$ cat config.mk
export PLATFORM = sky130hd
export DESIGN_NAME = accel_tile_seq
export DESIGN_NICKNAME = d
export VERILOG_FILES = /design/src/rtl/accel_pkg.sv /design/src/rtl/accel_tile_agen.sv /design/src/rtl/accel_tile_seq.sv
export SDC_FILE = /design/constraint.sdc
export NUM_CORES = 1
export LEC_CHECK = 0
export CAP_MARGIN = 30
export CORE_UTILIZATION = 46
export CTS_BUF_LIST = sky130_fd_sc_hd__clkbuf_4 sky130_fd_sc_hd__clkbuf_8
export CTS_CLUSTER_DIAMETER = 100
export DETAILED_ROUTE_END_ITERATION = 10
export GPL_TIMING_DRIVEN = 0
export PLACE_DENSITY = 0.88
export RECOVER_POWER = 50
export SYNTH_ARGS = -nofsm -noshare
export SYNTH_HDL_FRONTEND = slang
export SYNTH_SLANG_ARGS = --single-unit
export TNS_END_PERCENT = 20
$ cat constraint.sdc
create_clock -name clk -period 3.8 [get_ports clk]
set_input_delay 0.76 -clock clk [delete_from_list [all_inputs] [get_ports clk]]
set_output_delay 0.76 -clock clk [all_outputs]
set_load 0.1 [all_outputs]
$ cat src/rtl/accel_pkg.sv
// Shared definitions for the accelerator tile sequencer: register map of the
// downstream accelerator, sequencer state encoding and timing defaults.
package accel_pkg;

  // Accelerator register byte offsets
  localparam logic [31:0] ACC_CTRL = 32'h0000_0020;
  localparam logic [31:0] ACC_A0   = 32'h0000_0028;
  localparam logic [31:0] ACC_A1   = 32'h0000_002C;
  localparam logic [31:0] ACC_A2   = 32'h0000_0030;
  localparam logic [31:0] ACC_B0   = 32'h0000_0034;
  localparam logic [31:0] ACC_B1   = 32'h0000_0038;
  localparam logic [31:0] ACC_B2   = 32'h0000_003C;
  localparam logic [31:0] ACC_B3   = 32'h0000_0000;
  localparam logic [31:0] ACC_C    = 32'h0000_0004;
  localparam logic [31:0] ACC_C2   = 32'h0000_0008;

  // Wait cycles between the last B write and the C read
  localparam int SETTLE_CYC_DEF = 2;

  typedef enum logic [2:0] {
    ST_IDLE,
    ST_LDK,
    ST_GO,
    ST_FETCH,
    ST_SETTLE,
    ST_RDC,
    ST_RDC2,
    ST_DONE
  } state_t;

  // FETCH sub-step k (1..4) writes the word read at k-1 into B(k-1)
  function automatic logic [31:0] b_reg_off(input logic [3:0] k);
    logic [31:0] off;
    case (k)
      4'd1:    off = ACC_B0;
      4'd2:    off = ACC_B1;
      4'd3:    off = ACC_B2;
      default: off = ACC_B3;
    endcase
    return off;
  endfunction

endpackage

$ cat src/rtl/accel_tile_agen.sv
// Tile address generator: tracks column x, tile row r, the image row pointer
// and the output pointer. All pointers advance by running adds only.
module accel_tile_agen
  import accel_pkg::*;
#(
  parameter int ADDR_W = 16
) (
  input  logic              clk,
  input  logic              rst_n,
  input  logic              i_init,
  input  logic [ADDR_W-1:0] i_img_base,
  input  logic [ADDR_W-1:0] i_out_base,
  input  logic [7:0]        i_width,
  input  logic [7:0]        i_height,
  input  logic              i_fetch_step,
  input  logic              i_tile_adv,
  output logic [ADDR_W-1:0] o_mem_addr,
  output logic [ADDR_W-1:0] o_out_addr_c,
  output logic [ADDR_W-1:0] o_out_addr_c2,
  output logic              o_last
);

  logic [7:0]        r_width;
  logic [7:0]        r_height;
  logic [7:0]        r_x;
  logic [7:0]        r_r;
  logic [ADDR_W-1:0] r_row_ptr;    // address of image row r
  logic [ADDR_W-1:0] r_col_ptr;    // address of the tile's top word (row r, column x)
  logic [ADDR_W-1:0] r_fetch_ptr;  // address of the next word to read within the tile
  logic [ADDR_W-1:0] r_out_ptr;    // out_base + 2t

  logic [ADDR_W-1:0] w_width_ext;
  logic [ADDR_W-1:0] w_width_x2;
  logic [ADDR_W-1:0] w_next_row_ptr;
  logic              w_x_wrap;

  assign w_width_ext    = ADDR_W'(r_width);
  assign w_width_x2     = ADDR_W'({r_width, 1'b0});
  assign w_next_row_ptr = r_row_ptr + w_width_x2;
  assign w_x_wrap       = (r_x == r_width - 8'd1);

  assign o_mem_addr    = r_fetch_ptr;
  assign o_out_addr_c  = r_out_ptr;
  assign o_out_addr_c2 = r_out_ptr + ADDR_W'(1);
  assign o_last        = w_x_wrap && (r_r == r_height - 8'd4);

  // Latch geometry on start, then step the fetch pointer per row and move to the next tile
  always_ff @(posedge clk or negedge rst_n) begin
    if (!rst_n) begin
      r_width     <= '0;
      r_height    <= '0;
      r_x         <= '0;
      r_r         <= '0;
      r_row_ptr   <= '0;
      r_col_ptr   <= '0;
      r_fetch_ptr <= '0;
      r_out_ptr   <= '0;
    end else if (i_init) begin
      r_width     <= i_width;
      r_height    <= i_height;
      r_x         <= '0;
      r_r         <= '0;
      r_row_ptr   <= i_img_base;
      r_col_ptr   <= i_img_base;
      r_fetch_ptr <= i_img_base;
      r_out_ptr   <= i_out_base;
    end else begin
      if (i_fetch_step) begin
        r_fetch_ptr <= r_fetch_ptr + w_width_ext;
      end
      if (i_tile_adv) begin
        r_out_ptr <= r_out_ptr + ADDR_W'(2);
        if (w_x_wrap) begin
          r_x         <= '0;
          r_r         <= r_r + 8'd2;
          r_row_ptr   <= w_next_row_ptr;
          r_col_ptr   <= w_next_row_ptr;
          r_fetch_ptr <= w_next_row_ptr;
        end else begin
          r_x         <= r_x + 8'd1;
          r_col_ptr   <= r_col_ptr + ADDR_W'(1);
          r_fetch_ptr <= r_col_ptr + ADDR_W'(1);
        end
      end
    end
  end

endmodule

$ cat src/rtl/accel_tile_seq.sv
// Bus-master sequencer: loads the kernel into the accelerator, streams 4x4
// image patches into its B registers and stores the C/C2 results per tile.
module accel_tile_seq
  import accel_pkg::*;
#(
  parameter int ADDR_W     = 16,
  parameter int SETTLE_CYC = SETTLE_CYC_DEF
) (
  input  logic              clk,
  input  logic              rst_n,
  input  logic              i_start,
  input  logic [23:0]       i_cfg_kern0,
  input  logic [23:0]       i_cfg_kern1,
  input  logic [23:0]       i_cfg_kern2,
  input  logic [ADDR_W-1:0] i_cfg_img_base,
  input  logic [ADDR_W-1:0] i_cfg_out_base,
  input  logic [7:0]        i_cfg_width,
  input  logic [7:0]        i_cfg_height,
  output logic              o_mem_rd_en,
  output logic [ADDR_W-1:0] o_mem_addr,
  input  logic [31:0]       i_mem_rdata,
  output logic              o_acc_sel,
  output logic              o_acc_wr_en,
  output logic [31:0]       o_acc_addr,
  output logic [31:0]       o_acc_wdata,
  input  logic [31:0]       i_acc_rdata,
  output logic              o_out_wr_en,
  output logic [ADDR_W-1:0] o_out_addr,
  output logic [31:0]       o_out_wdata,
  output logic              o_busy,
  output logic              o_done,
  output logic              o_err
);

  localparam logic [3:0] SETTLE_LAST = 4'(SETTLE_CYC - 1);

  state_t      r_state;
  state_t      w_state_next;
  logic [3:0]  r_cnt;
  logic [3:0]  w_cnt_next;
  logic [23:0] r_kern0;
  logic [23:0] r_kern1;
  logic [23:0] r_kern2;
  logic        r_err;

  logic              w_accept;
  logic              w_cfg_bad;
  logic              w_fetch_step;
  logic              w_tile_adv;
  logic              w_last;
  logic [ADDR_W-1:0] w_fetch_addr;
  logic [ADDR_W-1:0] w_out_addr_c;
  logic [ADDR_W-1:0] w_out_addr_c2;

  assign w_accept  = (r_state == ST_IDLE) && i_start;
  assign w_cfg_bad = (i_cfg_width == 8'd0) || (i_cfg_height < 8'd4) || i_cfg_height[0];

  accel_tile_agen #(
    .ADDR_W (ADDR_W)
  ) u_agen (
    .clk           (clk),
    .rst_n         (rst_n),
    .i_init        (w_accept),
    .i_img_base    (i_cfg_img_base),
    .i_out_base    (i_cfg_out_base),
    .i_width       (i_cfg_width),
    .i_height      (i_cfg_height),
    .i_fetch_step  (w_fetch_step),
    .i_tile_adv    (w_tile_adv),
    .o_mem_addr    (w_fetch_addr),
    .o_out_addr_c  (w_out_addr_c),
    .o_out_addr_c2 (w_out_addr_c2),
    .o_last        (w_last)
  );

  // State and sub-step counter registers
  always_ff @(posedge clk or negedge rst_n) begin
    if (!rst_n) begin
      r_state <= ST_IDLE;
      r_cnt   <= '0;
    end else begin
      r_state <= w_state_next;
      r_cnt   <= w_cnt_next;
    end
  end

  // Capture kernel and error status when a start is accepted; err holds until the next start
  always_ff @(posedge clk or negedge rst_n) begin
    if (!rst_n) begin
      r_kern0 <= '0;
      r_kern1 <= '0;
      r_kern2 <= '0;
      r_err   <= 1'b0;
    end else if (w_accept) begin
      r_kern0 <= i_cfg_kern0;
      r_kern1 <= i_cfg_kern1;
      r_kern2 <= i_cfg_kern2;
      r_err   <= w_cfg_bad;
    end
  end

  // Next-state logic and bus outputs decoded from the current state
  always_comb begin
    w_state_next = r_state;
    w_cnt_next   = r_cnt;
    w_fetch_step = 1'b0;
    w_tile_adv   = 1'b0;
    o_mem_rd_en  = 1'b0;
    o_mem_addr   = '0;
    o_acc_sel    = 1'b0;
    o_acc_wr_en  = 1'b0;
    o_acc_addr   = '0;
    o_acc_wdata  = '0;
    o_out_wr_en  = 1'b0;
    o_out_addr   = '0;
    o_out_wdata  = '0;
    o_done       = 1'b0;

    case (r_state)
      ST_IDLE: begin
        w_cnt_next = '0;
        if (i_start) begin
          w_state_next = w_cfg_bad ? ST_DONE : ST_LDK;
        end
      end

      ST_LDK: begin
        o_acc_sel   = 1'b1;
        o_acc_wr_en = 1'b1;
        case (r_cnt)
          4'd0: begin
            o_acc_addr  = ACC_A0;
            o_acc_wdata = {8'h00, r_kern0};
          end
          4'd1: begin
            o_acc_addr  = ACC_A1;
            o_acc_wdata = {8'h00, r_kern1};
          end
          default: begin
            o_acc_addr  = ACC_A2;
            o_acc_wdata = {8'h00, r_kern2};
          end
        endcase
        if (r_cnt == 4'd2) begin
          w_state_next = ST_GO;
          w_cnt_next   = '0;
        end else begin
          w_cnt_next = r_cnt + 4'd1;
        end
      end

      ST_GO: begin
        o_acc_sel    = 1'b1;
        o_acc_wr_en  = 1'b1;
        o_acc_addr   = ACC_CTRL;
        o_acc_wdata  = 32'h1;
        w_state_next = ST_FETCH;
        w_cnt_next   = '0;
      end

      ST_FETCH: begin
        // Read of row k overlaps the write of row k-1, whose data arrives this cycle
        if (r_cnt <= 4'd3) begin
          o_mem_rd_en  = 1'b1;
          o_mem_addr   = w_fetch_addr;
          w_fetch_step = 1'b1;
        end
        if (r_cnt >= 4'd1) begin
          o_acc_sel   = 1'b1;
          o_acc_wr_en = 1'b1;
          o_acc_addr  = b_reg_off(r_cnt);
          o_acc_wdata = i_mem_rdata;
        end
        if (r_cnt == 4'd4) begin
          w_state_next = ST_SETTLE;
          w_cnt_next   = '0;
        end else begin
          w_cnt_next = r_cnt + 4'd1;
        end
      end

      ST_SETTLE: begin
        if (r_cnt == SETTLE_LAST) begin
          w_state_next = ST_RDC;
          w_cnt_next   = '0;
        end else begin
          w_cnt_next = r_cnt + 4'd1;
        end
      end

      ST_RDC: begin
        o_acc_sel    = 1'b1;
        o_acc_addr   = ACC_C;
        o_out_wr_en  = 1'b1;
        o_out_addr   = w_out_addr_c;
        o_out_wdata  = i_acc_rdata;
        w_state_next = ST_RDC2;
      end

      ST_RDC2: begin
        o_acc_sel    = 1'b1;
        o_acc_addr   = ACC_C2;
        o_out_wr_en  = 1'b1;
        o_out_addr   = w_out_addr_c2;
        o_out_wdata  = i_acc_rdata;
        w_tile_adv   = 1'b1;
        w_cnt_next   = '0;
        w_state_next = w_last ? ST_DONE : ST_FETCH;
      end

      ST_DONE: begin
        o_done       = 1'b1;
        w_state_next = ST_IDLE;
      end

      default: begin
        w_state_next = ST_IDLE;
      end
    endcase
  end

  assign o_busy = (r_state != ST_IDLE) && (r_state != ST_DONE);
  assign o_err  = r_err;

endmodule

==> metrics.md <==
| Metric | Value |
|---|---|
| Lkg Pwr | 6.69 nW |
| Via density | 5.68 |
| Grt met1 use | 41.5% |
| Status | finished with violations |
| R2r worst-path depth | 11 |
| Nets | 1912 |
| Post-synth cell types | 60 |
| Synth Warn # | 0 |
| Post-synth EDFFs | 0 |
| Crit end category | output pin |
| Buf/Inv on CP | 3 |
| GRT busiest layer | met2 |
| Dpl hpwl | 29200 um |
| Clk_skew | 18.4 ps |
| First-pass GRT wire length | 60100 um |
| DR DRC count | 0 |
| Worst path max stage delay | 530 ps |
| Routed via count | 11481 |
| Sequence of cells on the critical path | inv_1, ha_1, nand2b_1, o31a_1, clkbuf_1, a222oi_1, nand2_1, buf_4 |
| CTS sink count | 175 |
| Crit path launch | r_cnt[1] |
| Final Hold Viols | 0 |
| P per Cell Area | 965 nW/um^2 |
| #FFs+latches synth | 175 |
| Syn_area_per_cell | 7.95 sq um |
| VDD IR-drop max | 725 uV |
| Post-Place Worst Slack | -717 ps |
| Worst r2r src | u_agen.r_width[1] |
| Min cycle time layout | 3800 ps |
| Max Root-Sink Buffers | 2 |
| RR Endpoint | u_agen.o_mem_addr[1] |
| GR Util met3 | 8.16% |
| Final Worst Setup Slack | 3.37 ps |
| Crit path max-delay family | compound AO/OA/AOI/OAI gates |
| Seq/Total Area, Yosys | 40.6% |
| CTS Buf Count | 17 |
| Startpoint types | flip-flop |
| MaxCap Viol Count | 1 |
| Root Driver | clkbuf_8 |
| Initial drt markers | 1301 |
| Combinational share of power | 65.3% |
| CP arrival | 3040 ps |
| Largest net degree at the start of global routing | 104 |
| Rel. slew slack | -25.3% |
| Hold Path Depth | 2 |
| Req. time, crit path | 3040 ps |
| Worst reg-to-reg setup slack | 240 ps |
| Met2 Usage GRT | 51.7% |
| Area grow syn2layout | 34.2% |
| Die W | 155 um |
| Net Sw Power | 8.18 mW |
| Pint | 5.80 mW |
| Post-Route WL | 38600 um |
| Crit path depth | 8 |
| Antenna violations before repair | 1 |
| Hold-fix buffers, CTS | 0 |
| Reg clk slew, reported paths | 110 ps |
| Failing checks | max-capacitance violations, max-slew violations |
| Worst Hold Launch | o_err |
| Worst Setup Path Type | flip-flop to output pin |
| Gr ovfl total | 0 |
| Worst Max-Slew Pin Slew | 1880 ps |
| Initial Util | 47.2% |
| Die Span Y | 155 um |
| Port-buffer cells | 293 |
| Ys async rst share | 100% |
| WHS Endpoint | o_err |
| GPL Wtd Cong | 0.944 |
| Share of power burned in registers | 25.4% |
| Vias in the first global route | 11340 |
| Die Area | 24100 sq um |
| Max H-tree Level | 4 |
| Final setup vio count | 0 |
| Fmax | 263 MHz |
| HP Class | flip-flop to flip-flop |
| Switching Share | 58.5% |
| Final core utilization | 63.4% |
| Syn Inst Count | 1358 |
| IO Count | 322 |
| Unrepaired setup endpoints after global routing | yes |
| Final antenna-violating net count | 0 |
| Layout cells sized above 1 | 11.7% |
| Mapped cell area | 10800 sq um |
| Max Slew Vio Count | 74 |
| CP max stage cell | a222oi_1 |
| Clock latency on the worst-skew pair | 490 ps |
| All-layer global routing usage | 32.4% |
| Standard-cell rows | 55 |
| CTS tree | built |
| Worst-path fanout max | 10 |
| Dominant synthesized flop cell | dfrtp_1 |
| Clock power share | 9.3% |
| Crit share post-route | 99.9% |
| Drt pass-1 iters | 6 |
| Core footprint | 22800 sq um |
| WL/cell | 19.1 um |
[synthesized netlist by cell type (all sizes together), types with 18 or more instances]
master / count / area (sq um)
nand2: 386 / 1450
dfrtp: 175 / 4380
and2: 61 / 382
clkbuf: 60 / 225
o21ai: 115 / 576
buf: 45 / 285
ha: 28 / 350
xnor2: 36 / 315
nand3: 29 / 145
a22oi: 18 / 135
xor2: 32 / 280
nor2: 79 / 299
nor3: 19 / 95.1
inv: 27 / 101
a21oi: 60 / 300
[stage by stage]
step,TNS [ps],area [sq um],power (mW),cells,hold WS [ps]
after floorplan,-10250,10900,10.1,1385,446
after global placement,-954790,14200,12.3,1991,457
after detailed placement,-28480,14400,12.7,1995,462
after CTS,-663,14600,13.9,2025,258
after global routing,-285,14500,14.7,2020,513
final,0,14500,14.0,2021,489
[flip-flops by register name, indices dropped and copies added, names as in the netlist]
signal / count
r_kern0: 24
r_kern1: 24
r_kern2: 24
u_agen.o_mem_addr: 16
u_agen.o_out_addr_c: 16
u_agen.r_col_ptr: 16
u_agen.r_row_ptr: 16
u_agen.r_height: 8
u_agen.r_width: 8
u_agen.r_x: 8
u_agen.r_r: 7
r_cnt: 4
r_state: 3
o_err: 1
[layout by cell type, fill, tap and decap left out, types with 11 or more instances in the layout]
cell type and instances:
xor2_1 32, clkdlybuf4s15_2 25, o21ai_0 108, nor2_1 74
nand3_1 29, and2_1 59, nor3_1 18, conb_1 28
and3_1 13, inv_1 26, xnor2_1 36, a21oi_1 60
a22oi_1 18, dfrtp_1 170, buf_2 52, a31oi_1 11
clkdlybuf4s50_1 188, a222oi_1 15, clkbuf_1 49, ha_1 28
clkbuf_8 17, buf_4 43, nand2_1 385
[power groups by stage]
stage | Combinational (mW) | Sequential (mW) | Clock [mW]
finish | 9.13 | 3.56 | 1.30
detailed placement | 9.23 | 3.49 | 0
global placement | 8.88 | 3.44 | 0
floorplan | 6.84 | 3.28 | 0
CTS | 9.09 | 3.48 | 1.30
global route | 9.72 | 3.64 | 1.38
[worst max-delay path by stage]
stage / to / slack, ps
floorplan: o_out_addr[13] / -580
global placement: r_kern2[12] / -5340
detailed placement: o_acc_addr[4] / -720
CTS: o_out_wr_en / -230
global route: o_acc_wdata[1] / -70
finish: o_acc_wdata[1] / 3
[final cells by class]
cell class              count  area [sq um]
well taps                 313           392
flip-flops and latches    175          4390
inverters                  27           101
clock buffers              17           234
repair buffers            296          2760
diodes                      1          2.50
clock inverters            14           144
plain buffers             100           508
fillers                  1976          8360
multi-input cells        1078          5950
[timing repair]
| action | 4_1_cts | 5_1_grt |
|---|---|---|
| endpoints found under the setup margin | 104 | 92 |
| setup buffers | 0 | 0 |
| gates resized for setup | 461 | 48 |
| pin swaps | 0 | 2 |
[worst reg2reg max path, stage by stage, from the launching register on]
cell      delay (ps)
dfrtp_1          490
inv_1            250
ha_1             240
nor2b_1          310
a21oi_1          110
nor4_1           370
and4_1           240
clkbuf_1         300
clkbuf_1         470
mux2i_1          300
o21ai_1          150
o22a_1           220
[cells by family after synthesis]
family | after synthesis | synth area share (%)
buf+inv | 132 | 5.67
fa+ha+maj | 30 | 3.62
other cells | 1 | 0.0347
xor+xnor | 68 | 5.52
mux | 6 | 0.557
compound gates | 301 | 17.6
flops | 175 | 40.6
simple gates | 645 | 26.4
[routing by layer]
| layer | up-vias | share of wire (%) |
|---|---|---|
| met5 | - | 0 |
| met2 | 711 | 47 |
| met1 | 5399 | 39 |
| met4 | 0 | 3.3 |
| li1 | 5259 | - |
| met3 | 112 | 11 |
No activity file was read; power rests on OpenSTA's default activity.
